--- src/rtl/parking_pkg.sv ---
// Types and widths shared by the entry front-end and parking_system.
package parking_pkg;

  localparam int PASS_W = 2;

  typedef enum logic [1:0] {
    IDLE    = 2'd0,
    WAIT_D1 = 2'd1,
    WAIT_D2 = 2'd2,
    READY   = 2'd3
  } state_t;

endpackage

--- src/rtl/parking_debounce.sv ---
// Two-flop synchronizer followed by a stability counter; the output moves only
// after the synchronized input has disagreed with it for DEBOUNCE_CYCLES samples.
module parking_debounce #(
  parameter int DEBOUNCE_CYCLES = 4
) (
  input  logic clk,
  input  logic rst_n,
  input  logic sensor_raw,
  output logic level
);

  localparam int CNT_W = $clog2(DEBOUNCE_CYCLES);

  logic             sync_1;
  logic             sync_2;
  logic [CNT_W-1:0] cnt;

  always_ff @(posedge clk) begin
    if (!rst_n) begin
      sync_1 <= 1'b0;
      sync_2 <= 1'b0;
      cnt    <= '0;
      level  <= 1'b0;
    end else begin
      sync_1 <= sensor_raw;
      sync_2 <= sync_1;
      if (sync_2 == level) begin
        cnt <= '0;
      end else if (cnt == CNT_W'(DEBOUNCE_CYCLES - 1)) begin
        level <= sync_2;
        cnt   <= '0;
      end else begin
        cnt <= cnt + 1'b1;
      end
    end
  end

endmodule

--- src/rtl/parking_entry_frontend.sv ---
// Debounced loop sensors plus the two-digit keypad collector that feeds parking_system.
//   state   | meaning
//   IDLE    | no vehicle session; keys ignored
//   WAIT_D1 | entry seen, waiting for first digit
//   WAIT_D2 | first digit held, waiting for second
//   READY   | both digits held until exit edge or clear
module parking_entry_frontend
  import parking_pkg::*;
#(
  parameter int DEBOUNCE_CYCLES = 4,
  parameter int TIMEOUT_CYCLES  = 1000
) (
  input  logic              clk,
  input  logic              rst_n,
  input  logic              entry_sensor_raw,
  input  logic              exit_sensor_raw,
  input  logic              key_valid,
  input  logic [PASS_W-1:0] key_code,
  input  logic              key_clear,
  output logic              entry_detect,
  output logic              exit_detect,
  output logic [PASS_W-1:0] pass_1,
  output logic [PASS_W-1:0] pass_2,
  output logic              pass_ready,
  output logic              timeout_flag
);

  localparam int TIMER_W = $clog2(TIMEOUT_CYCLES);
  localparam logic [TIMER_W-1:0] TIMER_MAX = TIMER_W'(TIMEOUT_CYCLES - 1);

  state_t             state;
  logic [TIMER_W-1:0] timer;
  logic               entry_prev;
  logic               exit_prev;
  logic               entry_rise;
  logic               exit_rise;

  parking_debounce #(.DEBOUNCE_CYCLES(DEBOUNCE_CYCLES)) u_entry_db (
    .clk        (clk),
    .rst_n      (rst_n),
    .sensor_raw (entry_sensor_raw),
    .level      (entry_detect)
  );

  parking_debounce #(.DEBOUNCE_CYCLES(DEBOUNCE_CYCLES)) u_exit_db (
    .clk        (clk),
    .rst_n      (rst_n),
    .sensor_raw (exit_sensor_raw),
    .level      (exit_detect)
  );

  assign entry_rise = entry_detect & ~entry_prev;
  assign exit_rise  = exit_detect  & ~exit_prev;

  always_ff @(posedge clk) begin
    if (!rst_n) begin
      state        <= IDLE;
      timer        <= '0;
      pass_1       <= '0;
      pass_2       <= '0;
      pass_ready   <= 1'b0;
      timeout_flag <= 1'b0;
      entry_prev   <= 1'b0;
      exit_prev    <= 1'b0;
    end else begin
      entry_prev   <= entry_detect;
      exit_prev    <= exit_detect;
      timeout_flag <= 1'b0;
      // pass_ready lags state by one cycle by design
      pass_ready   <= (state == READY);

      if (state != IDLE && key_clear) begin
        state  <= WAIT_D1;
        pass_1 <= '0;
        pass_2 <= '0;
        timer  <= '0;
      end else begin
        case (state)
          IDLE: begin
            if (entry_rise) begin
              state <= WAIT_D1;
              timer <= '0;
            end
          end
          WAIT_D1, WAIT_D2: begin
            if (key_valid) begin
              timer <= '0;
              if (state == WAIT_D1) begin
                pass_1 <= key_code;
                state  <= WAIT_D2;
              end else begin
                pass_2 <= key_code;
                state  <= READY;
              end
            end else if (timer == TIMER_MAX) begin
              state        <= IDLE;
              pass_1       <= '0;
              pass_2       <= '0;
              timer        <= '0;
              timeout_flag <= 1'b1;
            end else begin
              timer <= timer + 1'b1;
            end
          end
          READY: begin
            if (exit_rise) begin
              state  <= IDLE;
              pass_1 <= '0;
              pass_2 <= '0;
              timer  <= '0;
            end
          end
          default: state <= IDLE;
        endcase
      end
    end
  end

endmodule

--- config.mk ---
export PLATFORM = sky130hd
export DESIGN_NAME = parking_entry_frontend
export DESIGN_NICKNAME = d
export VERILOG_FILES = /design/src/rtl/parking_pkg.sv /design/src/rtl/parking_debounce.sv /design/src/rtl/parking_entry_frontend.sv
export SDC_FILE = /design/constraint.sdc
export NUM_CORES = 1
export LEC_CHECK = 0
export CORE_UTILIZATION = 37
export DETAILED_ROUTE_END_ITERATION = 8
export GPL_ROUTABILITY_DRIVEN = 0
export PLACE_DENSITY = 0.64
export SLEW_MARGIN = 10
export SYNTH_ARGS = -nofsm -noshare
export SYNTH_HDL_FRONTEND = slang
export SYNTH_HIERARCHICAL = 1
export SYNTH_SLANG_ARGS = --single-unit
export TNS_END_PERCENT = 30
--- constraint.sdc ---
create_clock -name clk -period 2.4 [get_ports clk]
set_input_delay 0.6 -clock clk [delete_from_list [all_inputs] [get_ports clk]]
set_output_delay 0.6 -clock clk [all_outputs]
set_load 0.05 [all_outputs]
==> impl_metrics.yaml <==
outcome:
  outcome: "complete, no violations"
global_route:
  use_met1_pct: 17.2
  grt_max_degree: 16
  grt_pass1_wl_mm: 3.88
  gr-total-overflow: 0
  grt_busiest_layer: "met2"
  grt_usage_pct: 14.5
  use_met3_pct: 6.21
  met2_usage_pct: 22.9
  antenna_found_initial: 0
  grt_pass1_vias: 909
cells_and_area:
  drive_gt1_share_pct: 11.5
  diodes: 0
  n_fill_cell: 342
  post-route-util_pct: 46.6
  area_growth_pct: 19.4
  final_nets: 169
setup_path:
  crit_buf_inv: 1
  path_depth: 1
  cp_max_fo: 5
  r2r_cells: 5
  slowest_delay_ps: 850
  crit_arrival_ps: 1640
  required_ps: 1800
  path_class: "reg2out"
  critPathLaunchType: "flop"
  path_delay_family: "buffers and inverters"
  cp_slowest_cell: "clkdlybuf4s50_1"
  cp-end-kind: "output port"
  path_cells: "clkdlybuf4s50_1"
synth:
  synth_top_family_by_area: "simple AND/OR/NAND/NOR gates"
  syn_area_per_cell_um2: 9.81
  syn-cell-area_mm2: 0.00132
  synthSimpleGateAreaFrac_pct: 25.9
  synth_fp_nets: 149
  synth_mux_area_share_pct: 4.54
  synth_xor_area_share_pct: 1.98
  ys_seq_elements: 30
  ys_types: 37
  yosysSeqAreaShare_pct: 45.4
  syn_inst: 135
  synthAdderAreaFrac_pct: 5.67
  ys_warn_count: 6
  synthFlopType: "dfxtp_1"
  synth_compound_area_share_pct: 14.0
  synthArstFlopShare_pct: 0
  synth_enable_flop_cells: 0
sta:
  fin_crit_ps: 2240
  whs_ps: 438
  tightest_slew_ps: 518
  period_share_pct: 93.2
  setup_viol: 0
  hold_viol_final: 0
  setup_tns_ps: 0
  max_freq_ghz: 0.447
  rsz0062_at_grt: "no"
  final_max_slew_viol_count: 0
  clock_skew_ps: 4.80
  max_slew_margin_pct: 65.3
clocking:
  cts_made_buffers: 5
  cts_htree_levels: 2
  cts_setup_buffers: 0
  cts_resized: 0
  cts.reportedPaths.clkPinSlew_ps: 90
  cts_tree: "built"
  clock_latency_ps: 330
  cts.sinks: 30
  root_buffer: "clkbuf_4"
  postCtsHoldBufs: 0
  clockBufferDepth: 2
routing:
  viasPerCell: 5.14
  ant_nets: 0
  avgRoutedWirePerCell_um: 11.9
  wl_mm: 2.41
  num_vias: 1038
  drc: 0
  drt_iter0_markers: 108
  first_pass_iters: 4
floorplan:
  die_h_um: 61.8
  core_mm2: 0.00339
  std_cell_rows: 21
  die_w_um: 61.8
  initial_core_util_pct: 39.1
  dieArea_mm2: 0.00382
  ios: 16
power:
  ir_drop_v: 0.000384
  power_density_mw_per_mm2: 777
  power_leakage_nw: 0.549
hold_path:
  min_path_cells: 1
  hp-class: "reg2reg"
run:
  drv_cap: 0
place:
  numPortBuffers: 15
  hpwl_mm: 1.76
==> synthesized netlist by cell type, drive strengths merged, types with 2 or more instances <==
library cell  count  area, um2
ha                6       75.1
and2              8       51.3
or3               4       28.8
dfxtp            30        601
buf               2       15.0
o31ai             3       22.5
nor2b             3       18.8
and4bb            3       37.5
nand4             5       31.3
or4               4       30.0
mux2i             6       60.1
nor4b             2       17.5
nor2              2       7.51
xnor2             3       26.3
inv               4       15.0
and4              2       17.5
a21oi            10       50.1
nand2b            4       32.5
nand2            12       45.0
o21ai             7       38.8
nand3             4       20.0
==> per-stage QoR <==
step / instances / total power, mW / setup slack, ps / cell area, um2
after floorplan: 135 / 0.859 / 498 / 1320
after global placement: 194 / 0.918 / 263 / 1520
after detailed placement: 194 / 0.928 / 220 / 1520
after CTS: 202 / 1.24 / 138 / 1580
after global routing: 202 / 1.30 / 89.2 / 1580
final: 202 / 1.23 / 164 / 1580
==> power by group <==
group | switching [mW] | internal (mW)
clock network | 0.168 | 0.142
registers | 0.0269 | 0.532
logic | 0.217 | 0.142
total | 0.412 | 0.815
==> layer usage <==
layer	share of wire (%)	vias to the layer above
li1	-	543
met1	47	474
met2	47	14
met3	4.4	7
met4	2.4	0
met5	0	-
==> sequential cells by signal, summed over array words and instances, names as in the netlist <==
name               cells
state                  2
pass_ready             1
timer                 10
u_exit_db/level        1
u_entry_db/sync_2      1
u_entry_db/level       1
u_entry_db/cnt         2
timeout_flag           1
u_exit_db/sync_2       1
pass_2                 2
entry_prev             1
pass_1                 2
exit_prev              1
u_entry_db/sync_1      1
u_exit_db/cnt          2
u_exit_db/sync_1       1
==> final timing paths <==
| path | start | to | slack [ps] |
|---|---|---|---|
| worst max register to register | timer[0] | state[0] | 480 |
| worst max-delay path | u_exit_db/level | exit_detect | 160 |
| worst min register to register | u_entry_db/cnt[0] | u_entry_db/cnt[0] | 440 |
| worst min-delay path | u_entry_db/cnt[0] | u_entry_db/cnt[0] | 440 |
==> cells in the final DEF (no fill, tap or decap), types with 2 or more instances in the layout <==
| cell type | instances |
|---|---|
| dfxtp_1 | 30 |
| clkdlybuf4s50_1 | 15 |
| nand2_1 | 12 |
| a21oi_1 | 10 |
| and2_1 | 7 |
| mux2i_1 | 6 |
| o21ai_0 | 6 |
| ha_1 | 6 |
| nand4_1 | 5 |
| clkbuf_4 | 5 |
| inv_1 | 4 |
| nand3_1 | 4 |
| or4_1 | 4 |
| nand2b_1 | 3 |
| and4bb_2 | 3 |
| xnor2_1 | 3 |
| o31ai_1 | 3 |
| or3_2 | 3 |
| nor2b_1 | 3 |
| and4_1 | 2 |
| nor2_1 | 2 |
| nor4b_1 | 2 |
==> layout make-up <==
class / count / area, um2 / area share, %
multi-input combinational: 98 / 689 / 43.6
sequential: 30 / 601 / 38.0
timing repair buffer: 16 / 158 / 9.98
tap: 46 / 57.6 / 3.64
clock buffer: 7 / 55.1 / 3.48
inverter: 4 / 15.0 / 0.950
clock inverter: 1 / 5.00 / 0.317
==> kinds of logic (layout without fill, tap and decap cells) <==
| family | after synthesis | in the layout |
|---|---|---|
| buffers and inverters | 7 | 28 |
| xor gates and xnor gates | 3 | 3 |
| adders and majority gates | 6 | 6 |
| muxes | 6 | 6 |
| and+or+nand+nor | 54 | 54 |
| DFF | 30 | 30 |
| AOI/OAI and AO/OA | 29 | 29 |
Power figures use the tool's default switching activity.
